===== config.mk =====
export PLATFORM = sky130hd
export DESIGN_NAME = inta_bus_sequencer
export DESIGN_NICKNAME = d
export VERILOG_FILES = /design/src/rtl/inta_bus_sequencer.sv
export SDC_FILE = /design/constraint.sdc
export NUM_CORES = 1
export LEC_CHECK = 0
export CELL_PAD_IN_SITES_DETAIL_PLACEMENT = 0
export CELL_PAD_IN_SITES_GLOBAL_PLACEMENT = 1
export CORE_ASPECT_RATIO = 1.4
export CORE_MARGIN = 4
export CORE_UTILIZATION = 45
export CTS_CLUSTER_DIAMETER = 60
export DETAILED_ROUTE_END_ITERATION = 7
export DONT_BUFFER_PORTS = 1
export PLACE_DENSITY = 0.74
export RECOVER_POWER = 25
export SETUP_SLACK_MARGIN = 0.4
export SLEW_MARGIN = 20
export SYNTH_ARGS = -nofsm -noshare
export SYNTH_HDL_FRONTEND = slang
export SYNTH_SLANG_ARGS = --single-unit

===== constraint.sdc =====
create_clock -name clk -period 1.9 [get_ports clk]
set_clock_uncertainty 0.05 [all_clocks]
set_input_delay 0.475 -clock clk [delete_from_list [all_inputs] [get_ports clk]]
set_output_delay 0.475 -clock clk [all_outputs]
set_load 0.05 [all_outputs]

===== src/rtl/inta_bus_sequencer.sv =====
// -----------------------------------------------------------------------------
// inta_bus_sequencer
//
// Sequences the PIC data bus buffer during interrupt-acknowledge cycles and
// CPU register reads. It counts INTA pulses (two in 8086 mode, three in 8080
// mode) and supplies the byte for each pulse. It also drives the buffer output
// enable, freezes the priority resolver for the length of a sequence, and tells
// the in-service register which IRQ to set.
//
// Optional feature macro: PIC_AEOI_EN
//   defined   : eoi_pulse fires together with ack_done when the aeoi bit
//               latched at the first INTA edge is 1
//   undefined : eoi_pulse is tied low and the aeoi input is ignored
//
// Ports
//   clk          in   system clock
//   reset_n      in   asynchronous active-low reset
//   inta_n       in   CPU interrupt acknowledge (async, active-low)
//   cs_n         in   chip select (async, active-low)
//   rd_n         in   CPU read strobe (async, active-low)
//   mode_8086    in   1 = 8086 (2 pulses), 0 = 8080 (3 pulses)
//   irq_valid    in   priority resolver holds a pending IRQ
//   highest_irq  in   [2:0]  winning IRQ index
//   vector_base  in   [4:0]  T7..T3 of the 8086 vector
//   call_addr    in   [15:0] 8080 CALL address, bits [7:5] and [15:8] used
//   aeoi         in   automatic-EOI mode bit
//   status_data  in   [7:0]  register byte for CPU reads
//   out_data     out  [7:0]  byte presented to the bus buffer
//   buf_enable   out  buffer drives the data bus
//   freeze       out  holds the priority resolver during a sequence
//   isr_set      out  one-cycle pulse setting ISR bit isr_index
//   isr_index    out  [2:0]  IRQ being acknowledged
//   ack_done     out  one-cycle pulse after the final INTA pulse
//   eoi_pulse    out  automatic EOI strobe
// -----------------------------------------------------------------------------
module inta_bus_sequencer #(
   parameter int SYNC_STAGES = 2
) (
   input  logic        clk,
   input  logic        reset_n,
   input  logic        inta_n,
   input  logic        cs_n,
   input  logic        rd_n,
   input  logic        mode_8086,
   input  logic        irq_valid,
   input  logic [2:0]  highest_irq,
   input  logic [4:0]  vector_base,
   input  logic [15:0] call_addr,
   input  logic        aeoi,
   input  logic [7:0]  status_data,
   output logic [7:0]  out_data,
   output logic        buf_enable,
   output logic        freeze,
   output logic        isr_set,
   output logic [2:0]  isr_index,
   output logic        ack_done,
   output logic        eoi_pulse
);

   typedef enum logic [2:0] {IDLE, P1, G1, P2, G2, P3} state_t;

   state_t                 state;
   logic [SYNC_STAGES-1:0] inta_sync;
   logic [SYNC_STAGES-1:0] cs_sync;
   logic [SYNC_STAGES-1:0] rd_sync;
   logic                   inta_s;
   logic                   cs_s;
   logic                   rd_s;
   logic                   inta_d;
   logic                   inta_fall;
   logic                   inta_rise;
   logic                   mode_l;
   logic [2:0]             ack_irq;
   logic                   eoi_next;
   logic                   unused_call_bits;

   assign unused_call_bits = ^call_addr[4:0];

   // Synchronizers preset to 1 so that reset looks like all strobes inactive.
   always_ff @(posedge clk or negedge reset_n) begin
      if (!reset_n) begin
         inta_sync <= '1;
         cs_sync   <= '1;
         rd_sync   <= '1;
         inta_d    <= 1'b1;
      end else begin
         inta_sync <= {inta_sync[SYNC_STAGES-2:0], inta_n};
         cs_sync   <= {cs_sync[SYNC_STAGES-2:0], cs_n};
         rd_sync   <= {rd_sync[SYNC_STAGES-2:0], rd_n};
         inta_d    <= inta_s;
      end
   end

   assign inta_s    = inta_sync[SYNC_STAGES-1];
   assign cs_s      = cs_sync[SYNC_STAGES-1];
   assign rd_s      = rd_sync[SYNC_STAGES-1];
   assign inta_fall = inta_d & ~inta_s;
   assign inta_rise = ~inta_d & inta_s;

`ifdef PIC_AEOI_EN
   logic aeoi_l;

   // The aeoi bit is captured with the first INTA edge so that a mid-sequence
   // ICW4 rewrite cannot change how this acknowledge finishes.
   always_ff @(posedge clk or negedge reset_n) begin
      if (!reset_n)
         aeoi_l <= 1'b0;
      else if (state == IDLE && inta_fall)
         aeoi_l <= aeoi;
   end

   assign eoi_next = aeoi_l;
`else
   logic unused_aeoi;

   assign unused_aeoi = aeoi;
   assign eoi_next    = 1'b0;
`endif

   assign isr_index = ack_irq;

   // Main sequencer. Every output is a register updated here; an INTA edge in
   // IDLE takes precedence over a register read so a read is aborted cleanly.
   always_ff @(posedge clk or negedge reset_n) begin
      if (!reset_n) begin
         state      <= IDLE;
         mode_l     <= 1'b0;
         ack_irq    <= 3'd0;
         out_data   <= 8'h00;
         buf_enable <= 1'b0;
         freeze     <= 1'b0;
         isr_set    <= 1'b0;
         ack_done   <= 1'b0;
         eoi_pulse  <= 1'b0;
      end else begin
         isr_set   <= 1'b0;
         ack_done  <= 1'b0;
         eoi_pulse <= 1'b0;
         case (state)
            IDLE: begin
               if (inta_fall) begin
                  mode_l <= mode_8086;
                  freeze <= 1'b1;
                  state  <= P1;
                  if (irq_valid) begin
                     ack_irq <= highest_irq;
                     isr_set <= 1'b1;
                  end else begin
                     ack_irq <= 3'd7;
                  end
                  if (mode_8086) begin
                     buf_enable <= 1'b0;
                  end else begin
                     buf_enable <= 1'b1;
                     out_data   <= 8'hCD;
                  end
               end else if (!cs_s && !rd_s) begin
                  buf_enable <= 1'b1;
                  out_data   <= status_data;
               end else begin
                  buf_enable <= 1'b0;
               end
            end
            P1: begin
               if (inta_rise) begin
                  state      <= G1;
                  buf_enable <= 1'b0;
               end
            end
            G1: begin
               if (inta_fall) begin
                  state      <= P2;
                  buf_enable <= 1'b1;
                  if (mode_l)
                     out_data <= {vector_base, ack_irq};
                  else
                     out_data <= {call_addr[7:5], ack_irq, 2'b00};
               end
            end
            P2: begin
               if (inta_rise) begin
                  buf_enable <= 1'b0;
                  if (mode_l) begin
                     state     <= IDLE;
                     freeze    <= 1'b0;
                     ack_done  <= 1'b1;
                     eoi_pulse <= eoi_next;
                  end else begin
                     state <= G2;
                  end
               end
            end
            G2: begin
               if (inta_fall) begin
                  state      <= P3;
                  buf_enable <= 1'b1;
                  out_data   <= call_addr[15:8];
               end
            end
            P3: begin
               if (inta_rise) begin
                  state      <= IDLE;
                  buf_enable <= 1'b0;
                  freeze     <= 1'b0;
                  ack_done   <= 1'b1;
                  eoi_pulse  <= eoi_next;
               end
            end
            default: state <= IDLE;
         endcase
      end
   end

endmodule


# After elaboration in Yosys (flattened, before gate mapping)
# Cells that the tools add are included.
# word_totals
output_inout_bits	16
reg_bits	26
in_bits	40
wordCells	78
# op_classes
n_eq_ne	16
n_mux	32
bitwise_logic	4
reduce_logical	14
# op_table
cell	count
2-to-1 mux 8 bit	6
2-to-1 mux 3 bit	8
one-hot mux 8 bit (3 select lines)	1
one-hot mux 3 bit (6 select lines)	1
inequality test 2 bit, second input constant	7
2-to-1 mux 1 bit	13
AND reduction 5 bit	2
nonzero test 3 bit	3
== test 3 x 2 -> 1 bit, second input constant	2
== test 3 bit, second input constant	2
inequality test 3 bit, second input constant	2
one-hot mux 1 bit (3 select lines)	2
AND reduction 6 bit	1
inequality test 2 x 1 -> 1 bit, second input constant	2
== test 3 x 1 -> 1 bit, second input constant	1
logical NOT 3 bit	1
AND reduction 3 bit	1
OR reduction 3 bit	1
AND 1 bit	2
logical NOT 1 bit	2
NOT 1 bit	2
one-hot mux 1 bit (2 select lines)	1
AND reduction 2 bit	1
OR reduction 2 bit	1
logical AND 1 bit	1

# Logic depth before layout (Yosys ltp)
# Gate-level depths: netlist of run 1.
# depth
word_depth	5
mapped_depth	6
ltp_nobuf	4

# Worst setup path after synthesis of run 1
# OpenSTA, ideal clock, no wires.
# synth_timing
path_kind	register -> register
from	reg inta_d
to	reg out_data[0]
n_path_buf	0
arrival_ns	1.448
path_slack_ns	0.278
setup_time_ns	0.125
required_ns	1.725
stages_incl_launch_ff	5
period_less_slack_ns	1.622
path_cell_list	dfstp_2 > nor2b_4 > o211ai_1 > a21oi_4 > mux2_2
# synth_between
elab_chain_cells	3
elab_cells_between_ends	8
cone_classes	eq/ne (4); mux (2); bitwise (1); reduce/logical (1)
# synth_lines
element	line	rtl
start, declared	69	logic inta_d;
start signal, assigned	90	inta_d <= inta_s;
AND 1 bit (*)	97	assign inta_fall = inta_d & ~inta_s;
inequality test 3 bit (no source line) (tied with other cells)	-	
AND reduction 5 bit (no source line) / one-hot mux 8 bit (3 select lines) (equally long branches)	-	
end signal, assigned	159	out_data <= status_data;
end signal, assigned	175	out_data <= {vector_base, ack_irq};
end signal, assigned	177	out_data <= {call_addr[7:5], ack_irq, 2'b00};
end, declared	51	output logic [7:0] out_data,
# Every way passes the cells marked *; elsewhere a longest branch is shown, timed or not.
# A chain may end at the register's enable or synchronous reset.

# Final worst setup path of run 1
# layout_timing
from	reg inta_d
to	reg out_data[2]
# Same word-level chain as after synthesis.

==> impl_metrics.py, run 1 <==
metrics = {
    "logic_synthesis": {
        "synth_cell_types": 36,
        "syn-num-nets": 158,
        "yosysWarnings": 0,
        "synth_seq_cells": 26,
        "synthArstFlopShare_pct": 100,
        "synth_flop_cell": "dfrtp_1",
        "avgSynthCellArea_um2": 11.0,
        "synth_edf_count": 0,
        "seq_area_frac_synth_pct": 50.6,
        "netlist_instances": 118,
        "netlist_area_um2": 1300,
    },
    "drt": {
        "drtPass1Iterations": 4,
        "drc": 0,
        "drt_iter0_drc": 19,
        "routed_wirelength_mm": 2.92,
        "vias": 961,
        "via_per_inst": 5.65,
        "wire_per_inst_um": 17.2,
        "drtAntennaViolNets": 0,
    },
    "place": {
        "dpl.hpwl_mm": 2.08,
        "io_buffers": 0,
        "gp_congestion": 0.783,
        "place_ws_ns": 0.129,
    },
    "finish": {
        "diodes": 0,
        "regArea_um2": 668,
        "mostFrequentLayoutCells": "16 x nor2_1, 12 x dfrtp_1, 11 x buf_4, 9 x nand2_1, 8 x mux2_4",
        "synthToLayoutAreaGrowth_pct": 22.3,
        "final_common_cell": "nor2_1",
        "finalNetCount": 175,
        "fill_cells": 250,
        "layout-drive-gt1-share_pct": 41.0,
        "multiInputGateArea_um2": 627,
    },
    "floorplanning": {
        "die-height_um": 71.7,
        "initial_core_util_pct": 48.3,
        "num_rows": 22,
        "core-area_um2": 2700,
        "fp.dieW_um": 53.5,
        "io_pins": 56,
        "die_area_um2": 3830,
    },
    "clock_network": {
        "clock_sinks": 26,
        "clockBufferDepth": 2,
        "cts_inserted_buffers": 3,
        "clkLatencyLatePin_ns": 0.32,
        "cts_htree_levels": 1,
        "clk_pin_slew_ns": 0.14,
        "cts_tree": "done",
        "cts-root-buf": "clkbuf_4",
    },
    "timing": {
        "clock.fmax_mhz": 586,
        "setup_viol": 0,
        "worst_pin_slew_ns": 0.552,
        "rsz0062_at_grt": "yes",
        "slew_headroom_pct": 63.2,
        "hold_viol_final": 0,
        "tns_ns": 0,
        "drv_slew": 0,
        "worst_slack_ns": 0.194,
        "fin_crit_ns": 1.71,
        "period_share_pct": 89.8,
    },
    "setup_path": {
        "cp-end-kind": "flop",
        "crit_chain": "nor2b_4 > buf_6 > o21ai_4 > a21oi_4 > buf_12 > mux2_4",
        "path_max_fanout": 8,
        "required_ns": 2.06,
        "critical_path.slowest_cell": "dfstp_2",
        "start_kind": "flop",
        "worst_path_largest_cell_delay_ns": 0.56,
        "crit_arrival_ns": 1.87,
        "worst-setup-path-type": "reg -> reg",
    },
    "outcome": {
        "status": "completed",
    },
    "hold_path": {
        "hold_path_class": "in -> reg",
    },
    "global_route": {
        "grt_pass1_vias": 985,
        "grt.overflow.total": 0,
        "grt_use_total_pct": 16.4,
        "grt_first_pass_wirelength_mm": 4.67,
        "grt_start_max_net_pins": 27,
        "antenna_found_initial": 0,
    },
    "power": {
        "ir_worst_vdd_uv": 977,
        "power.density_nw_per_um2": 1640,
        "p_leak_nw": 0.680,
        "total_power_mw": 2.61,
    },
    "job": {
        "cap_viol_max_count": 0,
    },
}
==> power by group <==
group / leakage (nW) / switching [mW] / internal [mW]
clock network: 0.0279 / 0.161 / 0.213
logic: 0.359 / 0.373 / 0.453
registers: 0.293 / 0.672 / 0.740
==> metrics by stage <==
stage / utilization [%] / hold slack [ns] / instance area, um2 / cells
detailed placement: 49.3 / 0.130 / 1330 / 152
global placement: 49.3 / 0.130 / 1330 / 152
finish: 59.0 / 0.0796 / 1590 / 170
CTS: 56.2 / 0.0676 / 1520 / 165
floorplan: - / 0.129 / 1310 / 118
global route: 59.0 / 0.0365 / 1590 / 170
==> per-layer routing <==
metal | vias to the layer above | part of all wire, % | global-route usage, %
li1 | 449 | - | -
met1 | 476 | 38 | 18.9
met2 | 30 | 52 | 26.5
met3 | 6 | 8.2 | 6.24
met4 | 0 | 1.8 | 6.82
met5 | - | 0 | 0
==> cell families after synthesis <==
group	synth area share, %
XOR/XNOR	1.35
AO/OA/AOI/OAI	15.5
adder cells (fa/ha/maj)	0.769
multiplexers	12.7
flip-flops	50.6
other	0.288
buffers and inverters	5.19
AND/OR/NAND/NOR	13.6
==> state kept, by name, indices dropped and copies added (netlist names), 2 cells and up <==
name       cells
cs_sync        2
inta_sync      2
isr_index      3
out_data       8
rd_sync        2
state          3
==> worst max-delay path, delay by kind of cell, from the launching register on <==
family	cells	cell delay, ns
DFF	1	0.56
muxes	1	0.30
buffers and inverters	2	0.27
AOI/OAI and AO/OA	2	0.21
and+or+nand+nor	1	0.20
==> path summary, 6_finish.rpt <==
path / startpoint / end / slack, ns / cells after the start
max: inta_d / out_data[2] / 0.19 / 6
min: rd_n / rd_sync[0] / 0.08 / 0
max reg2reg: inta_d / out_data[2] / 0.19 / 6
min reg2reg: rd_sync[0] / rd_sync[1] / 0.32 / 0
max in group asynchronous: reset_n / inta_sync[1] / 1.06 / 2
min in group asynchronous: reset_n / mode_l / 0.52 / 2
==> timing repair <==
item,CTS,global route
setup buffers,7,5
endpoints found under the hold margin,26,0
setup endpoints to repair,27,23
gates resized for setup,14,11
pin swaps,2,4
hold buffers,2,0
==> cell type report <==
| class | count | share of cell area, % |
|---|---|---|
| Multi-Input combinational cell | 82 | 39.4 |
| Timing Repair Buffer | 19 | 11.9 |
| Clock buffer | 3 | 1.41 |
| Tap cell | 36 | 2.83 |
| Clock inverter | 1 | 1.89 |
| Sequential cell | 26 | 41.9 |
| Inverter | 3 | 0.707 |
==> cell usage after synthesis, types with 3 or more instances <==
cell / number / share of area, %
a21oi_1: 4 / 1.5
buf_6: 3 / 2.6
dfrtp_1: 19 / 37
dfstp_2: 7 / 14
inv_1: 3 / 0.86
mux2_2: 8 / 6.9
mux2i_1: 6 / 4.6
nand2_1: 10 / 2.9
nor2_1: 16 / 4.6
o21ai_0: 6 / 2.3
o221ai_1: 4 / 2.7
Power figures use the tool's default switching activity.
==> run 2, diff against run 1 <==
Settings changed: CTS_CLUSTER_SIZE set to 28.
==> results of run 2 <==
No change in the layout: final DEF, timing and power equal those of run 1.
==> variant 1: new RTL, flow settings as in run 2 <==
Build with the macro `PIC_AEOI_EN` defined.
--- a/src/rtl/inta_bus_sequencer.sv
+++ b/src/rtl/inta_bus_sequencer.sv
@@ -33,6 +33,8 @@
 //   ack_done     out  one-cycle pulse after the final INTA pulse
 //   eoi_pulse    out  automatic EOI strobe
 // -----------------------------------------------------------------------------
+`define PIC_AEOI_EN
+
 module inta_bus_sequencer #(
    parameter int SYNC_STAGES = 2
 ) (
Behaviour: not the same (a bounded check fails within 10 cycles, from zero or initial values and one cycle with reset_n low).
==> variant 1 against run 2 <==
Combinational power up 18%; die area grew 8.8%; sequential share of layout area increased by 1.2 points; critical path depth is 2 lower; design area grew 3.8%; largest power group unchanged; sequential cell count rose by 2; via count grew 4.8%; total power grew 3.8%; setup slack improved by 0.066 ns; wire length grew 7.6%; area after synthesis grew 10%; highest routed layer unchanged; fmax is 4.0% higher.
==> variant 1: results <==
metrics = {
    "yosys": {
        "synth_compound_area_frac": 0.151,
        "yosys-top-cells-count": "dfrtp_1 (21), nand2_1 (15), nor2_1 (14)",
        "synthAdderAreaFrac": 0.00697,
        "synthTopCellsByArea": "dfrtp_1 (37%), dfstp_2 (13%), mux2_4 (8.4%), mux2i_1 (4.2%), buf_6 (3.9%)",
        "yosys.cell_types.count": 40,
        "synth-xor-area-share": 0.00610,
        "netlist_instances": 128,
        "ys_seq_area_frac": 0.494,
        "syn_area_um2": 1440,
    },
    "clocking": {
        "root_buffer": "clkbuf_8",
        "clock_latency_ns": 0.28,
        "cts_setup_buffers": 5,
        "cts.clk_slew.worst_paths_ns": 0.10,
        "cts_resized": 10,
    },
    "cells_and_area": {
        "seq_cell_count": 28,
        "post-route-util": 0.535,
        "fin_nets": 182,
        "clockNetworkAreaShare": 0.0333,
        "inv_count": 4,
        "multi_input_gates": 87,
        "sh_seq_area": 0.431,
        "buffer_area_frac": 0.0893,
    },
    "power_and_ir_drop": {
        "switchingPower_w": 0.00123,
        "leakagePower_nw": 0.753,
    },
    "global_route": {
        "grt_pass1_wl_um": 5050,
        "use_met1": 0.182,
        "grt_pass1_vias": 1053,
        "use_met3": 0.0515,
        "grt_max_degree": 29,
        "use_met2": 0.261,
    },
    "worst_setup_path": {
        "rrSetupSlack_ns": 0.26,
        "cp.arrival_ns": 1.76,
        "r2r_cells": 4,
    },
    "place": {
        "hpwl_um": 2290,
        "gp_congestion": 0.855,
    },
    "routing": {
        "routedWlPerCell_um": 17.5,
        "drt_wl_total_um": 3140,
        "drt-initial-drc-count": 37,
    },
    "min_path": {
        "hold_end": "cs_sync[0]",
    },
    "sta": {
        "slew_headroom": 0.543,
    },
    "outcome": {
        "status": "finished clean",
    },
}
## variant 1: metal layers
layer | part of all wire | wire [um] | up-vias
li1 | - | - | 470
met1 | 0.39 | 1230 | 490
met2 | 0.51 | 1610 | 41
met3 | 0.083 | 260 | 6
met4 | 0.014 | 43 | 0
met5 | 0 | 0 | -
## variant 1: per-stage QoR
step / setup slack [ns] / hold slack [ns]
detailed placement: 0.0643 / 0.130
global placement: 0.111 / 0.130
floorplan: 0.243 / 0.129
global route: 0.217 / 0.124
CTS: 0.258 / 0.134
finish: 0.260 / 0.139
## variant 1: how the worst max path moves through the flow
| stage | startpoint | to | slack [ns] | depth (start not counted) |
|---|---|---|---|---|
| 6_report | inta_d | out_data[2] | 0.26 | 4 |
| 3_3_place_gp | inta_d | out_data[2] | 0.11 | 4 |
| 4_1_cts | inta_d | out_data[7] | 0.26 | 4 |
| 2_1_floorplan | inta_d | out_data[0] | 0.24 | 6 |
| 3_5_place_dp | state[1] | out_data[7] | 0.06 | 4 |
| 5_1_grt | inta_d | out_data[2] | 0.22 | 4 |
## variant 1: kinds of logic (layout without fill, tap and decap cells)
family | after synthesis | count (layout)
compound gates | 28 | 28
xor+xnor | 1 | 1
flops | 28 | 28
buf+inv | 13 | 26
fa+ha+maj | 1 | 1
mux | 16 | 16
simple gates | 41 | 41
## variant 1: power groups by stage
stage | combinational [W] | sequential (W) | clock (W)
5_1_grt | 0.00106 | 0.00140 | 0.000403
2_1_floorplan | 0.000672 | 0.00140 | 0
4_1_cts | 0.000977 | 0.00136 | 0.000382
6_report | 0.000975 | 0.00136 | 0.000373
3_5_place_dp | 0.000889 | 0.00138 | 0
3_3_place_gp | 0.000864 | 0.00137 | 0
==> variant 2: new RTL, flow settings as in run 2 <==
Without the edit above. Register the inputs `mode_8086`, `irq_valid` and `highest_irq` before use. The logic sees them one clock later. The other inputs are not delayed to match.
--- a/src/rtl/inta_bus_sequencer.sv
+++ b/src/rtl/inta_bus_sequencer.sv
@@ -59,6 +59,16 @@
 
    typedef enum logic [2:0] {IDLE, P1, G1, P2, G2, P3} state_t;
 
+   logic mode_8086_q;
+   logic irq_valid_q;
+   logic [2:0] highest_irq_q;
+
+   always_ff @(posedge clk) begin
+      mode_8086_q   <= mode_8086;
+      irq_valid_q   <= irq_valid;
+      highest_irq_q <= highest_irq;
+   end
+
    state_t                 state;
    logic [SYNC_STAGES-1:0] inta_sync;
    logic [SYNC_STAGES-1:0] cs_sync;
@@ -139,16 +149,16 @@
          case (state)
             IDLE: begin
                if (inta_fall) begin
-                  mode_l <= mode_8086;
+                  mode_l <= mode_8086_q;
                   freeze <= 1'b1;
                   state  <= P1;
-                  if (irq_valid) begin
-                     ack_irq <= highest_irq;
+                  if (irq_valid_q) begin
+                     ack_irq <= highest_irq_q;
                      isr_set <= 1'b1;
                   end else begin
                      ack_irq <= 3'd7;
                   end
-                  if (mode_8086) begin
+                  if (mode_8086_q) begin
                      buf_enable <= 1'b0;
                   end else begin
                      buf_enable <= 1'b1;
Behaviour: not the same (a bounded check fails within 4 cycles, from zero or initial values and one cycle with reset_n low).
==> variant 2 against run 2 <==
Sequential power rose by 3%; clock power is 29% higher; largest power group unchanged; via count rose by 2.5%; sequential cell count grew 5; utilization fell by 2.3 points; critical endpoint unchanged; setup slack lost 0.013 ns; area after synthesis increased by 6.0%; design area rose by 3.5%; count of clock-buffer cells in the layout grew 2; fmax fell by 0.77%; total power grew 7.5%; wire length rose by 4.7%.
==> variant 2: results <==
metrics = {
    "outcome": {
        "status": "finished clean",
    },
    "yosys": {
        "yosys.cell_types.count": 37,
        "avgSynthCellArea_um2": 11.2,
        "ys_seq_area_frac": 0.550,
        "yosys-top-cells-count": "dfrtp_1 (19), nor2_1 (17), nand2_1 (10)",
        "synthTopCellsByArea": "dfrtp_1 (34%), dfstp_2 (13%), dfxtp_1 (7.3%), mux2_2 (6.5%), nor2_1 (4.6%)",
        "async_flop_share": 0.839,
    },
    "place": {
        "hpwl_um": 2240,
        "dp.cells": 159,
        "gp_congestion": 0.800,
        "portBuffers": 0,
        "place_ws_ns": 0.113,
    },
    "routing": {
        "dr.pass1.iters": 4,
        "vias": 985,
        "routedWlPerCell_um": 17.4,
        "drt-initial-drc-count": 36,
        "drt_wl_total_um": 3060,
    },
    "worst_setup_path": {
        "r2r_cells": 5,
        "crit_start": "inta_sync[1]",
        "critical-path-top-delay-family": "flip-flops",
        "cp_slowest_stage_delay_ns": 0.60,
        "slowest_stage": "dfstp_1",
        "cp_max_fo": 8,
        "r2r_end": "out_data[2]",
        "cp.arrival_ns": 1.83,
        "rrSetupSlack_ns": 0.18,
    },
    "min_path": {
        "hp-class": "primary input to flip-flop",
        "hold_end": "cs_sync[0]",
        "holdCritStartpoint": "cs_n",
        "hold_depth": 0,
    },
    "cells_and_area": {
        "fin_nets": 178,
        "drive_gt1_frac": 0.338,
        "regMostFlops": "out_data",
        "fillers": 253,
        "largest_reg_flops": 8,
    },
    "job": {
        "drv_cap": 0,
    },
    "global_route": {
        "use_met2": 0.270,
        "use_met3": 0.0832,
        "use_met1": 0.188,
        "grt_max_degree": 27,
        "grt_pass1_wl_um": 4810,
        "grt_use_total": 0.168,
        "antenna_found_initial": 0,
        "grt_pass1_vias": 1032,
    },
    "power_and_ir_drop": {
        "p_int_w": 0.00154,
        "leakagePower_nw": 0.718,
        "vdd_drop_max_v": 0.000925,
    },
    "clocking": {
        "cts_buffers": 5,
        "clock_latency_ns": 0.28,
        "root_buffer": "clkbuf_8",
        "clockBufferDepth": 2,
        "cts.clk_slew.worst_paths_ns": 0.06,
        "cts_max_level": 2,
    },
    "sta": {
        "slew_headroom": 0.581,
    },
}
variant 2: cells by family (layout without fill, tap and decap cells):
logic type,after synthesis,in the layout,synth area share
compound gates,26,26,0.142
fa+ha+maj,1,1,0.00725
other cells,1,1,0.00272
flops,31,31,0.550
xor+xnor,2,2,0.0127
simple gates,37,37,0.124
buf+inv,10,26,0.0435
mux,15,15,0.117
variant 2: how the worst max path moves through the flow:
stage | to | slack [ns] | cells past startpoint
2_1_floorplan | out_data[0] | 0.32 | 4
3_3_place_gp | out_data[2] | 0.14 | 4
3_5_place_dp | out_data[0] | 0.11 | 4
4_1_cts | out_data[2] | 0.19 | 5
5_1_grt | out_data[2] | 0.11 | 5
6_report | out_data[2] | 0.18 | 5
variant 2: timing repair:
action,4_1_cts,5_1_grt
setup endpoints to repair,10,14
gates resized for setup,9,6
gates cloned,0,0
pin swaps,2,2
setup buffers,4,3
endpoints found under the hold margin,26,0
hold buffers,2,0
variant 2: final cells by class:
type	instances	area share
clock buffers	5	0.0417
flip-flops and latches	31	0.462
multi-input cells	82	0.374
well taps	37	0.0281
clock inverters	3	0.00910
repair buffers	15	0.0781
inverters	3	0.00683
variant 2: per-stage QoR:
| step | hold WS [ns] | util | cell area [um^2] |
|---|---|---|---|
| floorplan | 0.129 | - | 1390 |
| global placement | 0.130 | 0.492 | 1430 |
| CTS | 0.133 | 0.557 | 1620 |
| global route | 0.122 | 0.567 | 1650 |
| detailed placement | 0.130 | 0.492 | 1430 |
| finish | 0.140 | 0.567 | 1650 |
variant 2: metal layers:
| layer | vias up | part of all wire |
|---|---|---|
| met2 | 40 | 0.53 |
| met4 | 0 | 0.0088 |
| met3 | 4 | 0.10 |
| met1 | 486 | 0.36 |
| li1 | 455 | - |
| met5 | - | 0 |
variant 2: power groups by stage:
stage / Sequential [W] / Combinational, W / Clock, W
finish: 0.00145 / 0.000874 / 0.000484
global route: 0.00148 / 0.000943 / 0.000537
CTS: 0.00145 / 0.000861 / 0.000496
detailed placement: 0.00146 / 0.000732 / 0
global placement: 0.00145 / 0.000707 / 0
floorplan: 0.00144 / 0.000573 / 0
